===== src/rtl/arb_pkg.sv =====
// Shared flit-id codes and arbiter FSM state type.
package arb_pkg;
   localparam logic [2:0] FLIT_HEADER = 3'b001;
   localparam logic [2:0] FLIT_TAIL   = 3'b100;

   typedef enum logic {
      ST_IDLE  = 1'b0,
      ST_GRANT = 1'b1
   } arb_state_e;
endpackage


===== src/rtl/arb_port_limit.sv =====
// Per-port timeout limit: captures the length field on every header flit,
// granted or not; the new value is visible from the following cycle.
module arb_port_limit
   import arb_pkg::*;
#(
   parameter int LEN_W = 12,
   parameter int FID_W = 3
) (
   input  logic             clk,
   input  logic             rst,
   input  logic [FID_W-1:0] i_flit_id,
   input  logic [LEN_W-1:0] i_length,
   output logic [LEN_W-1:0] o_limit
);
   logic [LEN_W-1:0] r_limit;

   always_ff @(posedge clk) begin
      if (rst) begin
         r_limit <= '0;
      end else if (i_flit_id == FID_W'(FLIT_HEADER)) begin
         r_limit <= i_length;
      end
   end

   assign o_limit = r_limit;
endmodule


===== src/rtl/rr_timeout_arbiter.sv =====
// Round-robin arbiter with per-port timeout and optional tail release;
// registered one-hot grant, handover to the next winner with no idle gap.
module rr_timeout_arbiter
   import arb_pkg::*;
#(
   parameter int NPORTS       = 5,
   parameter int LEN_W        = 12,
   parameter int FID_W        = 3,
   parameter int TAIL_RELEASE = 1
) (
   input  logic                    clk,
   input  logic                    rst,
   input  logic [NPORTS-1:0]       req,
   input  logic [NPORTS*FID_W-1:0] flit_id,
   input  logic [NPORTS*LEN_W-1:0] length,
   output logic [NPORTS-1:0]       grant,
   output logic                    grant_valid,
   output logic                    timeout_evt
);
   localparam int IDX_W = $clog2(NPORTS);
   localparam logic [LEN_W-1:0] CNT_MAX = '1;

   arb_state_e        r_state, w_state_nxt;
   logic [IDX_W-1:0]  r_ptr, w_ptr_nxt;
   logic [IDX_W-1:0]  r_gidx, w_gidx_nxt;
   logic [IDX_W-1:0]  w_win, w_idx;
   logic              w_win_vld;
   logic [LEN_W-1:0]  r_cnt, w_cnt_nxt;
   logic [NPORTS-1:0] r_grant, w_grant_nxt;
   logic              r_grant_vld;
   logic              r_tout, w_tout_nxt;
   logic [LEN_W-1:0]  w_limit [NPORTS];
   logic [NPORTS-1:0] w_is_tail;
   logic [LEN_W-1:0]  w_lim_eff;
   logic              w_req_g, w_tail_g, w_tmo_g, w_release;

   for (genvar i = 0; i < NPORTS; i++) begin : g_port
      arb_port_limit #(
         .LEN_W (LEN_W),
         .FID_W (FID_W)
      ) u_limit (
         .clk       (clk),
         .rst       (rst),
         .i_flit_id (flit_id[i*FID_W +: FID_W]),
         .i_length  (length[i*LEN_W +: LEN_W]),
         .o_limit   (w_limit[i])
      );
      assign w_is_tail[i] = (flit_id[i*FID_W +: FID_W] == FID_W'(FLIT_TAIL));
   end

   // Descending scan so the lowest offset from ptr is the last (winning) write.
   always_comb begin
      w_win     = '0;
      w_win_vld = 1'b0;
      w_idx     = '0;
      for (int k = NPORTS-1; k >= 0; k--) begin
         w_idx = IDX_W'((int'(r_ptr) + k) % NPORTS);
         if (req[w_idx]) begin
            w_win     = w_idx;
            w_win_vld = 1'b1;
         end
      end
   end

   // A zero limit behaves like one: the grant lasts a single cycle.
   always_comb begin
      w_lim_eff = (w_limit[r_gidx] == '0) ? LEN_W'(1) : w_limit[r_gidx];
      w_req_g   = req[r_gidx];
      w_tail_g  = (TAIL_RELEASE != 0) && w_is_tail[r_gidx] && w_req_g;
      w_tmo_g   = (r_cnt == w_lim_eff - LEN_W'(1));
      w_release = !w_req_g || w_tmo_g || w_tail_g;
   end

   always_comb begin
      w_state_nxt = r_state;
      w_ptr_nxt   = r_ptr;
      w_gidx_nxt  = r_gidx;
      w_cnt_nxt   = r_cnt;
      w_grant_nxt = r_grant;
      w_tout_nxt  = 1'b0;
      if (r_state == ST_IDLE || w_release) begin
         if (r_state == ST_GRANT) begin
            w_tout_nxt = w_tmo_g && w_req_g && !w_tail_g;
         end
         if (w_win_vld) begin
            w_state_nxt = ST_GRANT;
            w_grant_nxt = NPORTS'(1) << w_win;
            w_gidx_nxt  = w_win;
            w_ptr_nxt   = (w_win == IDX_W'(NPORTS-1)) ? '0 : w_win + 1'b1;
            w_cnt_nxt   = '0;
         end else begin
            w_state_nxt = ST_IDLE;
            w_grant_nxt = '0;
            w_cnt_nxt   = '0;
         end
      end else if (r_cnt != CNT_MAX) begin
         w_cnt_nxt = r_cnt + 1'b1;
      end
   end

   always_ff @(posedge clk) begin
      if (rst) begin
         r_state     <= ST_IDLE;
         r_ptr       <= '0;
         r_gidx      <= '0;
         r_cnt       <= '0;
         r_grant     <= '0;
         r_grant_vld <= 1'b0;
         r_tout      <= 1'b0;
      end else begin
         r_state     <= w_state_nxt;
         r_ptr       <= w_ptr_nxt;
         r_gidx      <= w_gidx_nxt;
         r_cnt       <= w_cnt_nxt;
         r_grant     <= w_grant_nxt;
         r_grant_vld <= |w_grant_nxt;
         r_tout      <= w_tout_nxt;
      end
   end

   assign grant       = r_grant;
   assign grant_valid = r_grant_vld;
   assign timeout_evt = r_tout;
endmodule

===== config.mk =====
export PLATFORM = sky130hd
export DESIGN_NAME = rr_timeout_arbiter
export DESIGN_NICKNAME = d
export VERILOG_FILES = /design/src/rtl/arb_pkg.sv /design/src/rtl/arb_port_limit.sv /design/src/rtl/rr_timeout_arbiter.sv
export SDC_FILE = /design/constraint.sdc
export NUM_CORES = 1
export LEC_CHECK = 0
export ABC_AREA = 1
export CORE_MARGIN = 1.5
export CORE_UTILIZATION = 55
export CTS_CLUSTER_DIAMETER = 40
export DETAILED_ROUTE_END_ITERATION = 6
export HOLD_SLACK_MARGIN = 0.02
export PLACE_DENSITY = 0.81
export SLEW_MARGIN = 15
export SYNTH_ARGS = -nofsm -noshare
export SYNTH_HDL_FRONTEND = slang
export SYNTH_SLANG_ARGS = --single-unit

===== constraint.sdc =====
create_clock -name clk -period 5.2 [get_ports clk]
set_clock_uncertainty 0.05 [all_clocks]
set_input_delay 1.04 -clock clk [delete_from_list [all_inputs] [get_ports clk]]
set_output_delay 1.04 -clock clk [all_outputs]
set_load 0.01 [all_outputs]

# Word level (Yosys, flattened, before mapping)
# Index checks and enable logic that the tools add are counted.
# word_totals
regBits	86
input_bits	82
word_cells	93
# op_classes
reduce_logical	13
div_mod_pow	5
bitwise_logic	3
magnitude_cmp	7
n_mux	32
shift	1
eq_ne	13
addsub	7
# ops
operator	count
32-bit by 4-bit remainder unit with 32-bit output, second input constant	4
12-bit binary-select mux with 3-bit select	1
12-bit 2-to-1 mux	3
4-bit by 4-bit remainder unit with 32-bit output, second input constant	1
3-bit by 4-bit < comparator with 1-bit output, second input constant	6
1-bit binary-select mux with 3-bit select	7
3-bit equality test, second input constant	6
3-bit 2-to-1 mux	6
3-bit by 1-bit equality test with 1-bit output, second input constant	5
1-bit 2-to-1 mux	13
12-bit by 1-bit adder with 12-bit output, second input constant	1
12-bit equality test	1
12-bit logical NOT	1
12-bit != test, second input constant	1
12-bit by 1-bit subtractor with 12-bit output, second input constant	1
5-bit 2-to-1 mux	2
3-bit by 2-bit adder with 4-bit output, second input constant	2
5-bit OR reduction	1
1-bit by 3-bit left shift with 5-bit output, first input constant	1
3-bit by 1-bit adder with 4-bit output, second input constant	1
3-bit by 3-bit adder with 4-bit output, second input constant	1
4-bit >= comparator, second input constant	1
3-bit NOT with 4-bit output	1
3-bit by 1-bit adder with 3-bit output, second input constant	1
7 further kinds	13

# Logic depth before layout (Yosys ltp)
# logic_depth
depth_word	13
ltp_mapped	35
depth_no_buf	34

# Modules after synthesis
# Synthesis repeated with hierarchy kept, for this count alone.
# unflattened
cells_unflattened	1000
hier_area_um2	6150.9
# by_module_without_submodules
mod	instances	cells_each	area_per_inst_um2
rr_timeout_arbiter	1	605	3560.9
arb_port_limit	5	79	518.0

# Least setup slack after synthesis
# No wires, ideal clock.
# synth_timing
kind	register -> register
start	reg r_ptr[1]
end	reg r_grant_vld (netlist: grant_valid)
t_arrival_ns	4.095
path_stages_with_launch	30
setup_time_ns	0.118
n_path_buf	0
period_less_slack_ns	4.262
t_required_ns	5.032
slack_ns	0.938
cell_sequence	dfxtp_1 > clkinv_1 > ha_1 > o21ai_1 > nand2_1 > xor2_1 > inv_1 > ha_1 > inv_1 > or2_2 > nand3_1 > nand2_1 > o21ai_1 > nand3b_1 > nand2_1 > a21oi_2 > inv_1 > a21oi_1 > o21ai_0 > o21ai_0 > nand2_1 > o21ai_0 > inv_1 > ha_1 > nand4_1 > nor2_1 > nor2_1 > nand3_1 > nor2_1 > nor2_1
# synth_via
elab_chain_cells	13
word_cells_on_any_way	33
classes_between	add/sub: 4; div: 5; shift: 1; mux: 22; reduce/logical: 1
# synth_lines
element	line	rtl
start, declared	rr_timeout_arbiter.sv:24	logic [IDX_W-1:0] r_ptr, w_ptr_nxt;
start signal, assigned	rr_timeout_arbiter.sv:112	r_ptr <= w_ptr_nxt;
3-bit by 3-bit adder with 4-bit output	rr_timeout_arbiter.sv:57	w_idx = IDX_W'((int'(r_ptr) + k) % NPORTS);
32-bit by 4-bit remainder unit with 32-bit output	rr_timeout_arbiter.sv:57	
1-bit binary-select mux with 3-bit select	rr_timeout_arbiter.sv:58	if (req[w_idx]) begin
1-bit 2-to-1 mux (not written as such)	rr_timeout_arbiter.sv:58	
3-bit 2-to-1 mux (4 in a row)	rr_timeout_arbiter.sv:58	
3-bit 2-to-1 mux *	rr_timeout_arbiter.sv:58	
net w_win[1]	rr_timeout_arbiter.sv:26	logic [IDX_W-1:0] w_win, w_idx;
1-bit by 3-bit left shift with 5-bit output *	rr_timeout_arbiter.sv:87	w_grant_nxt = NPORTS'(1) << w_win;
5-bit 2-to-1 mux *	rr_timeout_arbiter.sv:85	if (w_win_vld) begin
5-bit 2-to-1 mux *	rr_timeout_arbiter.sv:81	if (r_state == ST_IDLE || w_release) begin
5-bit OR reduction *	rr_timeout_arbiter.sv:116	r_grant_vld <= |w_grant_nxt;
end signal, assigned	rr_timeout_arbiter.sv:116	
end, declared	rr_timeout_arbiter.sv:30	logic r_grant_vld;
# Mark *: on every way through the listed nets, which the timed path passes. The rest lies on a longest branch. The select of a mux whose other input is x is not followed.
# A chain may end at the register's enable or synchronous reset.

# Final worst setup path
# layout_timing
start	reg r_ptr[2]
end	reg r_ptr[2]
# layout_via
elab_chain_cells	11
word_cells_on_any_way	33
classes_between	add/sub: 5; div: 5; eq/ne: 1; mux: 21; reduce/logical: 1
# layout_lines
element	line	rtl
3-bit by 3-bit adder with 4-bit output	rr_timeout_arbiter.sv:57	
32-bit by 4-bit remainder unit with 32-bit output	rr_timeout_arbiter.sv:57	
1-bit binary-select mux with 3-bit select	rr_timeout_arbiter.sv:58	
1-bit 2-to-1 mux (not written as such)	rr_timeout_arbiter.sv:58	
3-bit 2-to-1 mux (4 in a row)	rr_timeout_arbiter.sv:58	
3-bit 2-to-1 mux *	rr_timeout_arbiter.sv:58	
net w_win[1]	rr_timeout_arbiter.sv:26	
3-bit by 1-bit adder with 3-bit output / 3-bit equality test (equally long branches)	rr_timeout_arbiter.sv:89	w_ptr_nxt = (w_win == IDX_W'(NPORTS-1)) ? '0 : w_win + 1'b1;
3-bit 2-to-1 mux *	rr_timeout_arbiter.sv:89	
# Marked as above.

==> summary.txt <==
root buffer cell - sky130_fd_sc_hd__clkbuf_8
area of the multi-input gates - 3290 µm²
Peak Freq - 214 MHz
Setup TNS Final - 0 ns
maximum buffer depth of the clock tree - 2
Final Net Count - 1058
CTS buffer count - 9
Detailed Route WL - 13.8 mm
die outline width - 105 µm
synthesized netlist cell count - 876
sequential-to-total area share from yosys stat - 30.1%
number of instances in the placed design - 1075
Initial Utilization - 56.2%
Min Clock Period, post-route - 4.68 ns
peak supply drop - 0.302 mV
clock latency of the later-clocked register in the worst-skew pair - 0.36 ns
hold crit path type - reg2reg
clock transition at the registers of the reported paths - 0.08 ns
via count of the first global-routing pass - 5247
drc violations - 0
count of port buffers added during placement - 88
fraction of layout instances using a drive strength above 1 - 5.66%
residual overflow from global routing - 0
number of standard cells in the final layout excluding fillers - 1090
MaxCap Viol Count - 0
Worst Path Class, Setup - reg2reg
total global routing track utilization - 25.9%
fill cell instance count of the final layout - 953
Yosys cell types - 48
DRC violation total after the first TritonRoute iteration - 325
Crit path arrival time - 4.92 ns
clk sinks - 86
slew at the pin closest to its max-slew limit - 0.841 ns
outcome - completed
wire length of the first global-routing pass - 23.4 mm
net count after synthesis - 984
die boundary height - 105 µm
CP max-delay cell - sky130_fd_sc_hd__ha_1
register bit count reported by yosys - 86
required time worst endpoint - 5.44 ns
Detail Route Antenna Nets - 0
post-route design area - 6860 µm²
full die area - 11000 µm²
leakage power - 0.00298 µW
post-route worst hold slack - 0.398 ns
area of the core region - 10200 µm²
HPWL Detailed - 10.4 mm
Storage cell area - 1720 µm²
crit share post-route - 90.1%
H-tree levels - 3
area of placed instances - 6650 µm²
number of hold buffers added after CTS - 0
TritonRoute pass-1 iters - 4
number of warning messages in the yosys log - 0
TritonCTS clock tree - built
worst slew margin relative to its limit - 43.8%
unrepaired setup endpoints after global routing - false
mean area per synthesized cell - 6.53 µm²
cell row count - 37
Setup-failing EPs final - 0
area added between synthesis and finish - 19.9%
overall via count from detail_route - 5733
DR WL/cell - 12.7 µm
number of inserted diodes - 0
number of endpoints with negative hold slack in the final report - 0
per-cell via count in the routed design - 5.26
Netlist Area Pre-Place - 5720 µm²
final count of pins violating max slew - 0
slowest stage delay, CP - 0.35 ns
power per cell area - 578 nW/µm²
category of the worst setup path capture point - register
routability congestion estimate - 0.913
antenna violations before repair - 0
largest fanout of any net on the critical path - 12
I/O pins - 89
largest net degree at the start of global routing - 65
critical path launch point type - register
-- where the power goes --
part           total (µW)  switching [µW]  leakage (µW)  internal [µW]
Sequential            760            32.1      0.000703            728
Combinational        2690            1730       0.00217            954
Clock                 515             245      0.000103            270
Total                3960            2010       0.00298           1950
-- area by class of cell --
type / count / area share, %
clock buffer: 10 / 1.86
tap: 136 / 2.48
clock inverter: 5 / 1.24
timing repair buffer: 96 / 13.7
sequential: 86 / 25.1
inverter: 138 / 7.66
multi-input combinational: 619 / 47.9
-- layer usage --
| metal | GRT usage (%) | share of wire [%] |
|---|---|---|
| met5 | 0 | 0 |
| met4 | 11.1 | 3.0 |
| met3 | 3.49 | 4.1 |
| met2 | 42.3 | 46 |
| met1 | 34.2 | 47 |
-- kinds of logic after synthesis --
logic type,after synthesis,synth area share [%]
AOI/OAI and AO/OA,215,20.1
xor gates and xnor gates,21,3.35
DFF,86,30.1
adders and majority gates,26,5.69
and+or+nand+nor,357,28.3
buffers and inverters,171,12.4
-- cell usage in the layout (no fill, tap or decap), types with 2 or more instances in the layout --
master / count
sky130_fd_sc_hd__a21oi_1: 87
sky130_fd_sc_hd__a22oi_1: 2
sky130_fd_sc_hd__a31oi_1: 5
sky130_fd_sc_hd__buf_4: 8
sky130_fd_sc_hd__bufinv_16: 2
sky130_fd_sc_hd__clkbuf_8: 9
sky130_fd_sc_hd__clkdlybuf4s50_1: 88
sky130_fd_sc_hd__clkinv_1: 3
sky130_fd_sc_hd__clkinv_4: 2
sky130_fd_sc_hd__dfxtp_1: 86
sky130_fd_sc_hd__ha_1: 26
sky130_fd_sc_hd__inv_1: 131
sky130_fd_sc_hd__inv_2: 2
sky130_fd_sc_hd__nand2_1: 175
sky130_fd_sc_hd__nand2_2: 6
sky130_fd_sc_hd__nand3_1: 73
sky130_fd_sc_hd__nand3_2: 3
sky130_fd_sc_hd__nand3b_1: 9
sky130_fd_sc_hd__nand4_1: 14
sky130_fd_sc_hd__nor2_1: 53
sky130_fd_sc_hd__nor2_2: 5
sky130_fd_sc_hd__nor3_1: 7
sky130_fd_sc_hd__nor4_1: 2
sky130_fd_sc_hd__o21a_1: 4
sky130_fd_sc_hd__o21ai_0: 95
sky130_fd_sc_hd__o21ai_1: 9
sky130_fd_sc_hd__o21ai_2: 2
sky130_fd_sc_hd__o21bai_1: 2
sky130_fd_sc_hd__or2_2: 4
sky130_fd_sc_hd__xnor2_1: 4
sky130_fd_sc_hd__xor2_1: 16
-- per-stage QoR --
stage / utilization (%) / total power (µW) / worst slack (ns)
finish: 67.3 / 3960 / 0.517
global route: 67.3 / 4380 / 0.0484
CTS: 67.3 / 3940 / 0.417
detailed placement: 65.2 / 3410 / 0.477
global placement: 65.2 / 3370 / 0.706
floorplan: - / 2890 / 0.938
-- repair_timing --
item,4_1_cts,5_1_grt
setup endpoints to repair,0,2
resized for setup,0,1
setup buffers,0,0
-- worst max-delay path: cells and delay by family (launching register included) --
| family | cells | cell delay, ns |
|---|---|---|
| flops | 1 | 0.34 |
| compound gates | 11 | 1.75 |
| buf+inv | 6 | 0.66 |
| fa+ha+maj | 3 | 0.76 |
| xor+xnor | 1 | 0.15 |
| simple gates | 7 | 0.90 |
-- Yosys cell counts (all sizes together) --
| cell | n | area (µm²) |
|---|---|---|
| o22ai | 1 | 6.26 |
| a211oi | 2 | 20.0 |
| a21oi | 88 | 444 |
| o221ai | 1 | 8.76 |
| nor4 | 2 | 12.5 |
| nand3b | 9 | 67.6 |
| a31oi | 5 | 31.3 |
| nand2 | 182 | 706 |
| or3b | 1 | 8.76 |
| nand4 | 14 | 87.6 |
| xnor2 | 5 | 51.3 |
| o41ai | 1 | 8.76 |
| o21a | 4 | 30.0 |
| nor2 | 59 | 250 |
| a22oi | 2 | 15.0 |
| o21bai | 3 | 33.8 |
| clkbuf | 20 | 75.1 |
| or2 | 5 | 31.3 |
| nand3 | 77 | 413 |
| nor3 | 7 | 35.0 |
| a221oi | 1 | 8.76 |
| buf | 13 | 111 |
| o31ai | 1 | 7.51 |
| xor2 | 16 | 140 |
| clkinv | 4 | 15.0 |
| dfxtp | 86 | 1720 |
| o21ai | 106 | 538 |
| inv | 134 | 510 |
| nor2b | 1 | 6.26 |
| ha | 26 | 325 |
-- worst paths after layout --
check	startpoint	to	slack (ns)	cells past startpoint
max reg2reg	r_ptr[2]$_SDFFE_PP0P_	r_ptr[2]$_SDFFE_PP0P_	0.52	28
min reg2reg	g_port[0].u_limit.o_limit[3]$_SDFFE_PP0N_	g_port[0].u_limit.o_limit[3]$_SDFFE_PP0N_	0.40	2
min	g_port[0].u_limit.o_limit[3]$_SDFFE_PP0N_	g_port[0].u_limit.o_limit[3]$_SDFFE_PP0N_	0.40	2
max	r_ptr[2]$_SDFFE_PP0P_	r_ptr[2]$_SDFFE_PP0P_	0.52	28
-- sequential cells by signal (all words and copies together) (netlist names) --
| register | count |
|---|---|
| g_port.u_limit.o_limit | 60 |
| r_cnt | 12 |
| grant | 5 |
| r_gidx | 3 |
| r_ptr | 3 |
| grant_valid | 1 |
| r_state | 1 |
| timeout_evt | 1 |
Power figures use the tool's default switching activity.
